## src/rtl/dcache_pkg.sv

```systemverilog
// Shared types and constants for the data-cache line adapter.
// The adapter moves one cache line as a fixed four-beat burst on the memory bus.
package dcache_pkg;

  localparam int unsigned DC_LINE_WIDTH  = 256;
  localparam int unsigned DC_BURST_WIDTH = 64;
  localparam int unsigned DC_ADDR_WIDTH  = 32;
  localparam int unsigned DC_OFFSET_BITS = 5;
  localparam int unsigned DC_BEATS       = DC_LINE_WIDTH / DC_BURST_WIDTH;
  localparam int unsigned DC_CNT_WIDTH   = $clog2(DC_BEATS);

  typedef enum logic [1:0] {
    ST_IDLE  = 2'd0,
    ST_READ  = 2'd1,
    ST_WRITE = 2'd2,
    ST_DONE  = 2'd3
  } state_e;

  typedef logic [DC_CNT_WIDTH-1:0] beat_cnt_t;

  localparam beat_cnt_t DC_LAST_BEAT = beat_cnt_t'(DC_BEATS - 1);

endpackage

```

## src/rtl/dcache_line_adapter_line_beat_buffer.sv

```systemverilog
// Line-wide holding register shared by both burst directions.
// Loads a whole line for write-back or one beat at a time for read assembly.
module line_beat_buffer
  import dcache_pkg::*;
#(
  parameter int unsigned LINE_WIDTH  = DC_LINE_WIDTH,
  parameter int unsigned BURST_WIDTH = DC_BURST_WIDTH
) (
  input  logic                   clk,
  input  logic                   rst_n,
  input  logic                   i_load_line,
  input  logic [LINE_WIDTH-1:0]  i_line,
  input  logic                   i_load_beat,
  input  beat_cnt_t              i_beat_idx,
  input  logic [BURST_WIDTH-1:0] i_beat,
  input  beat_cnt_t              i_sel_idx,
  output logic [LINE_WIDTH-1:0]  o_line,
  output logic [BURST_WIDTH-1:0] o_sel_beat_c
);

  logic [LINE_WIDTH-1:0] r_line;

  // Whole-line load wins; the FSM never asserts both loads together.
  always_ff @(posedge clk or negedge rst_n) begin
    if (!rst_n) begin
      r_line <= '0;
    end else if (i_load_line) begin
      r_line <= i_line;
    end else if (i_load_beat) begin
      r_line[BURST_WIDTH*i_beat_idx +: BURST_WIDTH] <= i_beat;
    end
  end

  assign o_line       = r_line;
  assign o_sel_beat_c = r_line[BURST_WIDTH*i_sel_idx +: BURST_WIDTH];

endmodule

```

## src/rtl/dcache_line_adapter.sv

```systemverilog
// Converts single-cycle 256-bit cache line requests into 4-beat 64-bit
// memory bursts and returns one completion pulse per line.
module dcache_line_adapter
  import dcache_pkg::*;
#(
  parameter int unsigned LINE_WIDTH  = DC_LINE_WIDTH,
  parameter int unsigned BURST_WIDTH = DC_BURST_WIDTH,
  parameter int unsigned ADDR_WIDTH  = DC_ADDR_WIDTH,
  parameter int unsigned OFFSET_BITS = DC_OFFSET_BITS
) (
  input  logic                   clk,
  input  logic                   rst,
  input  logic [ADDR_WIDTH-1:0]  line_address_i,
  input  logic                   line_read_i,
  input  logic                   line_write_i,
  input  logic [LINE_WIDTH-1:0]  line_wdata_i,
  output logic [LINE_WIDTH-1:0]  line_rdata_o,
  output logic                   line_resp_o,
  output logic [ADDR_WIDTH-1:0]  burst_address_o,
  output logic                   burst_read_o,
  output logic                   burst_write_o,
  output logic [BURST_WIDTH-1:0] burst_wdata_o,
  input  logic [BURST_WIDTH-1:0] burst_rdata_i,
  input  logic                   burst_resp_i
);

  generate
    if (LINE_WIDTH != 4 * BURST_WIDTH) begin : g_width_check
      $error("dcache_line_adapter: LINE_WIDTH must equal 4*BURST_WIDTH");
    end
  endgenerate

  localparam logic [ADDR_WIDTH-1:0] ADDR_MASK =
    ~ADDR_WIDTH'((64'd1 << OFFSET_BITS) - 64'd1);

  state_e                 r_state, w_state_nxt;
  beat_cnt_t              r_cnt, w_cnt_nxt, w_cnt_inc;
  logic [ADDR_WIDTH-1:0]  r_addr, w_addr_nxt, w_aligned_addr;
  logic                   r_burst_read, w_burst_read_nxt;
  logic                   r_burst_write, w_burst_write_nxt;
  logic                   r_line_resp, w_line_resp_nxt;
  logic [BURST_WIDTH-1:0] r_wdata, w_wdata_nxt;
  logic [LINE_WIDTH-1:0]  r_line_rdata, w_line_rdata_nxt;
  logic                   w_last_beat;
  logic                   w_buf_load_line, w_buf_load_beat;
  logic [LINE_WIDTH-1:0]  w_buf_line, w_rd_line_full;
  logic [BURST_WIDTH-1:0] w_sel_beat;

  assign w_aligned_addr = line_address_i & ADDR_MASK;
  assign w_cnt_inc      = r_cnt + beat_cnt_t'(1);
  assign w_last_beat    = burst_resp_i && (r_cnt == DC_LAST_BEAT);

  line_beat_buffer #(
    .LINE_WIDTH  (LINE_WIDTH),
    .BURST_WIDTH (BURST_WIDTH)
  ) u_buf (
    .clk          (clk),
    .rst_n        (rst),
    .i_load_line  (w_buf_load_line),
    .i_line       (line_wdata_i),
    .i_load_beat  (w_buf_load_beat),
    .i_beat_idx   (r_cnt),
    .i_beat       (burst_rdata_i),
    .i_sel_idx    (w_cnt_inc),
    .o_line       (w_buf_line),
    .o_sel_beat_c (w_sel_beat)
  );

  // Completed read line: buffered beats with the final beat merged in.
  always_comb begin
    w_rd_line_full = w_buf_line;
    w_rd_line_full[BURST_WIDTH*r_cnt +: BURST_WIDTH] = burst_rdata_i;
  end

  always_ff @(posedge clk or negedge rst) begin
    if (!rst) begin
      r_state <= ST_IDLE;
    end else begin
      r_state <= w_state_nxt;
    end
  end

  always_comb begin
    w_state_nxt = r_state;
    unique case (r_state)
      ST_IDLE: begin
        if (line_write_i) begin
          w_state_nxt = ST_WRITE;
        end else if (line_read_i) begin
          w_state_nxt = ST_READ;
        end
      end
      ST_READ:  if (w_last_beat) w_state_nxt = ST_DONE;
      ST_WRITE: if (w_last_beat) w_state_nxt = ST_DONE;
      ST_DONE:  w_state_nxt = ST_IDLE;
      default:  w_state_nxt = ST_IDLE;
    endcase
  end

  // Next values of the registered outputs and datapath controls.
  always_comb begin
    w_cnt_nxt         = r_cnt;
    w_addr_nxt        = r_addr;
    w_burst_read_nxt  = 1'b0;
    w_burst_write_nxt = 1'b0;
    w_line_resp_nxt   = 1'b0;
    w_wdata_nxt       = '0;
    w_line_rdata_nxt  = r_line_rdata;
    w_buf_load_line   = 1'b0;
    w_buf_load_beat   = 1'b0;
    unique case (r_state)
      ST_IDLE: begin
        if (line_write_i) begin
          w_addr_nxt        = w_aligned_addr;
          w_cnt_nxt         = '0;
          w_buf_load_line   = 1'b1;
          w_burst_write_nxt = 1'b1;
          w_wdata_nxt       = line_wdata_i[BURST_WIDTH-1:0];
        end else if (line_read_i) begin
          w_addr_nxt       = w_aligned_addr;
          w_cnt_nxt        = '0;
          w_burst_read_nxt = 1'b1;
        end
      end
      ST_READ: begin
        w_burst_read_nxt = !w_last_beat;
        if (burst_resp_i) begin
          w_buf_load_beat = 1'b1;
          w_cnt_nxt       = w_cnt_inc;
        end
        if (w_last_beat) begin
          w_line_resp_nxt  = 1'b1;
          w_line_rdata_nxt = w_rd_line_full;
        end
      end
      ST_WRITE: begin
        w_burst_write_nxt = !w_last_beat;
        w_wdata_nxt       = r_wdata;
        if (burst_resp_i) begin
          w_cnt_nxt   = w_cnt_inc;
          w_wdata_nxt = w_last_beat ? '0 : w_sel_beat;
        end
        if (w_last_beat) begin
          w_line_resp_nxt = 1'b1;
        end
      end
      ST_DONE: begin
      end
      default: begin
      end
    endcase
  end

  always_ff @(posedge clk or negedge rst) begin
    if (!rst) begin
      r_cnt         <= '0;
      r_addr        <= '0;
      r_burst_read  <= 1'b0;
      r_burst_write <= 1'b0;
      r_line_resp   <= 1'b0;
      r_wdata       <= '0;
      r_line_rdata  <= '0;
    end else begin
      r_cnt         <= w_cnt_nxt;
      r_addr        <= w_addr_nxt;
      r_burst_read  <= w_burst_read_nxt;
      r_burst_write <= w_burst_write_nxt;
      r_line_resp   <= w_line_resp_nxt;
      r_wdata       <= w_wdata_nxt;
      r_line_rdata  <= w_line_rdata_nxt;
    end
  end

  assign line_rdata_o    = r_line_rdata;
  assign line_resp_o     = r_line_resp;
  assign burst_address_o = r_addr;
  assign burst_read_o    = r_burst_read;
  assign burst_write_o   = r_burst_write;
  assign burst_wdata_o   = r_wdata;

endmodule

```

## config.mk

```make
export PLATFORM = sky130hd
export DESIGN_NAME = dcache_line_adapter
export DESIGN_NICKNAME = d
export VERILOG_FILES = /design/src/rtl/dcache_pkg.sv /design/src/rtl/dcache_line_adapter_line_beat_buffer.sv /design/src/rtl/dcache_line_adapter.sv
export SDC_FILE = /design/constraint.sdc
export NUM_CORES = 1
export LEC_CHECK = 0
export BUFFER_PORTS_ARGS = -buffer_cell sky130_fd_sc_hd__buf_2
export CAP_MARGIN = 20
export CORE_AREA = 4 4 279 281
export DETAILED_ROUTE_END_ITERATION = 10
export DIE_AREA = 0 0 283 285
export HOLD_SLACK_MARGIN = 0.02
export PLACE_DENSITY = 0.61
export SETUP_SLACK_MARGIN = 0.3
export SLEW_MARGIN = 10
export SYNTH_ARGS = -nofsm -noshare
export SYNTH_HDL_FRONTEND = slang
export SYNTH_HIERARCHICAL = 1
export SYNTH_SLANG_ARGS = --single-unit
```

## constraint.sdc

```tcl
create_clock -name clk -period 2.7 [get_ports clk]
set_input_delay 0.54 -clock clk [delete_from_list [all_inputs] [get_ports clk]]
set_output_delay 0.54 -clock clk [all_outputs]
set_load 0.03 [all_outputs]
```

Word-level counts from Yosys, hierarchy flattened

Index checks and enable logic that the tools add are counted.

Register bits after elaboration: 615
Bits in latches: 0
Memory bits (writable): 0
ROM bits: 0
Input bits: 357
Output and inout bits: 355
Logic and storage cells: 60
Memories kept: 0

Add/sub/neg operators: 2
Multipliers: 0
Divide/modulo/power cells: 0
Order comparisons: 0
Equality and inequality tests: 8
Shifts and indexed selects: 3
Mux-type cells: 27
Bitwise gates (word level): 0
Reductions and logical operators: 11

Operators with widths:

| cell                        | count |
|---|---|
| $mux W256                   | 2 |
| $bwmux W256                 | 1 |
| $shift A64 B34 Y256 const A | 1 |
| $shiftx A256 B9 Y64         | 1 |
| $shiftx A64 B34 Y256        | 1 |
| $mux W64                    | 3 |
| $pmux W64 S2                | 1 |
| $mux W32                    | 2 |
| $neg A8 Y34                 | 1 |
| $mux W2                     | 6 |
| $mux W1                     | 8 |
| $eq A2 B2 Y1 const B        | 3 |
| $pmux W2 S3                 | 1 |
| $reduce_and A2 Y1           | 3 |
| $reduce_bool A2 Y1          | 3 |
| $ne A2 B1 Y1 const B        | 2 |
| $pmux W1 S2                 | 2 |
| $pmux W2 S2                 | 1 |
| $ne A3 B3 Y1 const B        | 1 |
| $reduce_and A3 Y1           | 1 |
| $add A2 B1 Y2 const B       | 1 |
| $eq A2 B1 Y1 const B        | 1 |
| $logic_not A2 Y1            | 1 |
| $ne A2 B2 Y1 const B        | 1 |
| 3 further kinds             | 3 |

Logic depth before layout (Yosys ltp)

Depth after elaboration: 5
Mapped depth: 10
Gate-level depth less buffers: 6

Hierarchy

Netlist, hierarchy kept.

Modules (own cells, without submodules):

| module              | times used | cells an instance | area each (um^2) | sequential area each (um^2) |
|---|---|---|---|---|
| dcache_line_adapter | 1          | 1500              | 15459.8          | 8858.5 |
| line_beat_buffer    | 1          | 945               | 12633.4          | 6406.1 |

Worst setup path after synthesis

No wires, ideal clock.

Path kind: register to register
Start: reg r_cnt[0]
End: reg r_wdata[16] (netlist: burst_wdata_o[16])
Setup time: 0.146 ns
Arrival time: 2.514 ns
Data required time: 2.554 ns
Setup slack: 0.040 ns
Cell stages (with the launch flop): 9
Path buffers: 3
Clock period less this slack: 2.660 ns
Cells stage by stage: dfrtp_1 inv_1 clkbuf_1 ha_1 clkbuf_1 buf_1 mux4_2 a22oi_1 o21ai_0

Longest elaborated chain between the ends: 5
Elaborated cells on any way between the ends: 7
Classes of those cells: add/sub (1); eq/ne (1); shift (1); mux (3); reduce/logical (1)

Ends and longest elaborated chain:

| element                  | line                                       | source |
|---|---|---|
| from (decl)              | dcache_line_adapter.sv:37                  | `beat_cnt_t r_cnt, w_cnt_nxt, w_cnt_inc;` |
| from (signal assigned)   | dcache_line_adapter.sv:164                 | `r_cnt <= w_cnt_nxt;` |
| $add A2 B1 Y2            | dcache_line_adapter.sv:50                  | `assign w_cnt_inc = r_cnt + beat_cnt_t'(1);` |
| named net w_cnt_inc[0]   | dcache_line_adapter.sv:37                  |  |
| $shiftx A256 B9 Y64      | dcache_line_adapter_line_beat_buffer.sv:35 | `assign o_sel_beat_c = r_line[BURST_WIDTH*i_sel_idx +: BURST_WIDTH];` |
| named net w_sel_beat[16] | dcache_line_adapter.sv:47                  | `logic [BURST_WIDTH-1:0] w_sel_beat;` |
| $mux W64                 | dcache_line_adapter.sv:141                 | `w_wdata_nxt = w_last_beat ? '0 : w_sel_beat;` |
| $mux W64                 | dcache_line_adapter.sv:139                 | `if (burst_resp_i) begin` |
| $pmux W64 S2             | dcache_line_adapter.sv:111                 | `unique case (r_state)` |
| to (signal assigned)     | dcache_line_adapter.sv:169                 | `r_wdata <= w_wdata_nxt;` |
| to (decl)                | dcache_line_adapter.sv:42                  | `logic [BURST_WIDTH-1:0] r_wdata, w_wdata_nxt;` |

The timed path passes the listed nets, and every way through them passes these cells. The select of a mux whose other input is x is not followed.
A chain may end at the register's enable or synchronous reset.

Worst setup path after layout

Start: reg r_cnt[0]
End: reg u_buf.r_line[231] (netlist: u_buf/o_line[231])

Longest elaborated chain between the ends: 5
Elaborated cells on any way between the ends: 6
Classes of those cells: add/sub (1); shift (2); mux (3)

Ends and longest elaborated chain:

| element                                                            | line                                       | source |
|---|---|---|
| $neg A8 Y34 (*)                                                    | dcache_line_adapter_line_beat_buffer.sv:30 | `r_line[BURST_WIDTH*i_beat_idx +: BURST_WIDTH] <= i_beat;` |
| $shiftx A64 B34 Y256 / $shift A64 B34 Y256 (equally long branches) | dcache_line_adapter_line_beat_buffer.sv:30 |  |
| $bwmux W256 (*)                                                    | dcache_line_adapter_line_beat_buffer.sv:30 |  |
| $mux W256 (*)                                                      | dcache_line_adapter_line_beat_buffer.sv:29 | `end else if (i_load_beat) begin` |
| $mux W256 (*)                                                      | dcache_line_adapter_line_beat_buffer.sv:27 | `end else if (i_load_line) begin` |
| to (signal assigned)                                               | dcache_line_adapter_line_beat_buffer.sv:28 | `r_line <= i_line;` |
| to (signal, indexed assignment)                                    | dcache_line_adapter_line_beat_buffer.sv:30 |  |
| to (decl)                                                          | dcache_line_adapter_line_beat_buffer.sv:21 | `logic [LINE_WIDTH-1:0] r_line;` |

Every way passes the cells marked *; elsewhere a longest branch is shown, timed or not. The select of a mux whose other input is x is not followed.

==> flow_summary_export.csv <==
group,metric,value,unit
placed_design,gp_congestion,0.883,
logic_synthesis,synth_area_leaders,"dfrtp_1 54%, a22o_1 10%, a21o_1 6.8%",
cts,clkTransAtPathRegs,0.06,ns
worst_setup_path,cp_slowest_stage_delay,0.56,ns
worst_setup_path,crit_path_end_kind,"flip-flop",
power_and_ir_drop,clockPowerShare,21.2,%
power_and_ir_drop,power.switching,19.0,mW
power_and_ir_drop,p_leak,18.6,nW
drt,drtIter0Drc,2809,
power_and_ir_drop,seq_power_share,34.0,%
worst_setup_path,regToRegEndpoint,"u_buf/o_line[231]$_DFFE_PN0P_",
power_and_ir_drop,irDropWorstVdd,0.720,mV
cts,cts_root_buf,"clkbuf_16",
global_routing,grt.busiest_layer,"met2",
timing,final_max_slew_viol_count,0,
cells_and_area,fillers,6915,
drt,finalWirelength,119,mm
global_routing,grtUsageMet2,44.5,%
global_routing,grt_usage,28.4,%
worst_setup_path,crit_type,"flip-flop to flip-flop",
timing,fin_crit_sh,87.8,%
floorplan,io_pins,712,
logic_synthesis,synth.largest_area_cell,"dfrtp_1",
min_path,whs_endpoint,"burst_address_o[6]$_DFFE_PN0P_",
worst_setup_path,r2r_cells,6,
worst_setup_path,crit_slowest_cell,"dfrtp_4",
cts,cts_made_buffers,71,
cts,clk_latency,0.60,ns
power_and_ir_drop,intPower,26.1,mW
worst_setup_path,worstPathBufferInverterCount,2,
timing,rsz0062_at_grt,"true",
worst_setup_path,required,3.24,ns
worst_setup_path,reg2reg_from,"r_cnt[0]$_DFFE_PN0P_",
logic_synthesis,netlist.area_leader.share,54.3,%
cts,cts_tree,"built",
drt,drc,0,
global_routing,grt_pass1_vias,26432,
cells_and_area,seqCellArea,15300,um2
timing,slew-limit-headroom,50.7,%
cells_and_area,layout_commonest_cell,"buf_2",
drt,via_per_inst,6.21,
drt,antenna_left,0,
timing,worstMarginPinSlew,0.739,ns
placed_design,portBuffers,701,
logic_synthesis,synth_seq_cells,610,
logic_synthesis,synth-main-ff-cell,"dfrtp_1",
timing,finalCriticalPeriod,2.37,ns
floorplan,start_util,37.2,%
cells_and_area,syn_to_final_growth,26.0,%
global_routing,use_met3,7.69,%
logic_synthesis,ys_seq_area_share,54.3,%
global_routing,grt_use_met1,36.0,%
floorplan,fp.dieH,285,um
worst_setup_path,path_delay_family,"simple AND/OR/NAND/NOR gates",
cts,clock_sinks,610,
floorplan,fp-row-count,101,
cts,htreeDepth,3,
min_path,hold_depth,2,
worst_setup_path,reg2reg_slack,0.33,ns
cells_and_area,final_cell_mix,"700 x buf_2, 608 x dfrtp_1, 321 x a22o_1",
floorplan,die_w,283,um
worst_setup_path,critPathLaunchType,"flip-flop",
worst_setup_path,arrival,2.91,ns
cells_and_area,drive_gt1_share,32.7,%
drt,drt-wirelength-per-cell,28.7,um
logic_synthesis,synth_edf_count,0,
power_and_ir_drop,switching_share,42.2,%
global_routing,grt_pass1_wl,175,mm
flow_run,drv_cap,0,
timing,fin_skew,0.0254,ns
logic_synthesis,synthCells,2445,
floorplan,core_region_area,75400,um2
timing,final.setup.tns,0,ns
worst_setup_path,cp_cell_sequence,"inv_1, ha_1, nand4bb_1, nor3b_4, buf_12, a21o_1",
logic_synthesis,synthArstFlopShare,100,%
timing,setup-violations-final,0,
power_and_ir_drop,p_per_area,1270,nW/um2
logic_synthesis,synth_area,28100,um2
min_path,min-delay-start,"line_address_i[6]",
cells_and_area,nets,3438,
logic_synthesis,synth_warnings,6,
cts,clockBufferDepth,3,
timing,hold_slack,0.168,ns
cells_and_area,multiInputGateArea,11800,um2
placed_design,place_hpwl,77.2,mm
drt,drtPass1Iterations,6,
timing,fmax,422,MHz
worst_setup_path,critPathMaxFanout,36,
logic_synthesis,synth_cell_types,48,
global_routing,antenna_found_initial,42,
floorplan,die_area,80700,um2
outcome,outcome,"complete, no violations",
logic_synthesis,postSynthAreaPerCell,11.5,um2
min_path,hold_path_class,"primary input to flip-flop",
global_routing,grt_max_degree,120,
power_and_ir_drop,comb_power_share,44.8,%
global_routing,overflow,0,
drt,vias,25645,
timing,hold_viol_final,0,
-- synth_stat cells, drive strengths merged, types with 44 or more instances --
master	count
nand4	64
clkbuf	111
a21oi	44
buf	131
a21o	256
o21ai	68
nand2	70
dfrtp	610
nor2	304
a221oi	108
a22oi	64
nand2b	66
a22o	321
mux4	64
a31oi	64
-- cells by family (layout without fill, tap and decap cells) --
family,count (synthesis),count (layout),synth area share (%)
multiplexers,92,92,6.25
flip-flops,610,610,54.3
AO/OA/AOI/OAI,932,932,25.6
adder cells (fa/ha/maj),13,13,0.579
buffers and inverters,250,917,4.22
AND/OR/NAND/NOR,547,547,8.97
other,1,42,0.0133
-- through the flow --
stage                     instance area (um2)  worst slack (ns)  util [%]  total power [mW]  cells
after floorplan                         28100             0.353         -              27.7   2449
after global routing                    35400             0.221      46.9              47.0   4126
after global placement                  33000             0.285      43.7              34.7   3968
after CTS                               35300             0.288      46.7              44.9   4091
after detailed placement                33000             0.245      43.7              35.2   3968
final                                   35400             0.331      46.9              45.1   4131
-- state kept, by name, summed over array words and instances, names as in the netlist, 2 cells and up --
| register | count |
|---|---|
| line_rdata_o | 256 |
| u_buf/o_line | 256 |
| burst_wdata_o | 64 |
| burst_address_o | 27 |
| r_cnt | 2 |
| r_state | 2 |
-- worst max path at each step --
stage / from / end / slack [ns] / depth (start not counted)
2_1_floorplan: r_cnt[0]$_DFFE_PN0P_ / burst_wdata_o[18]$_DFFE_PN0P_ / 0.35 / 8
3_3_place_gp: r_cnt[0]$_DFFE_PN0P_ / line_rdata_o[22]$_DFFE_PN0P_ / 0.29 / 6
3_5_place_dp: r_cnt[0]$_DFFE_PN0P_ / line_rdata_o[46]$_DFFE_PN0P_ / 0.25 / 6
4_1_cts: r_cnt[0]$_DFFE_PN0P_ / burst_wdata_o[20]$_DFFE_PN0P_ / 0.29 / 6
5_1_grt: r_cnt[0]$_DFFE_PN0P_ / burst_wdata_o[20]$_DFFE_PN0P_ / 0.22 / 5
6_report: r_cnt[0]$_DFFE_PN0P_ / u_buf/o_line[231]$_DFFE_PN0P_ / 0.33 / 6
-- routing by layer --
layer  vias to the layer above  wire length, um
met5                         -              103
met4                        14             6050
met3                       346            11400
met2                      1641            56000
met1                     13141            45200
li1                      10503                -
-- power by group through the flow --
stage          logic, mW  clock network [mW]  registers [mW]
6_report            20.2                9.56            15.3
5_1_grt             21.3                10.1            15.6
4_1_cts             20.0                9.74            15.2
3_5_place_dp        19.9                   0            15.3
3_3_place_gp        19.5                   0            15.1
2_1_floorplan       9.76                   0            17.9
-- layout make-up --
class / instances / area share [%]
antenna: 37 / 0.262
clock buffer: 97 / 5.66
clock inverter: 24 / 0.756
inverter: 8 / 0.0990
multi-input combinational: 1589 / 33.4
sequential: 610 / 43.1
tap: 978 / 3.46
timing repair buffer: 788 / 13.3
-- what timing repair did --
item / in CTS / in global routing
buffers inserted: 1 / 2
pin swaps: 1 / 1
gates resized for setup: 1 / 6
endpoints found under the setup margin: 23 / 124
endpoints found under the hold margin: 37 / 0
hold buffers: 1 / 0
Note: power is estimated with default switching activity, not from simulation.
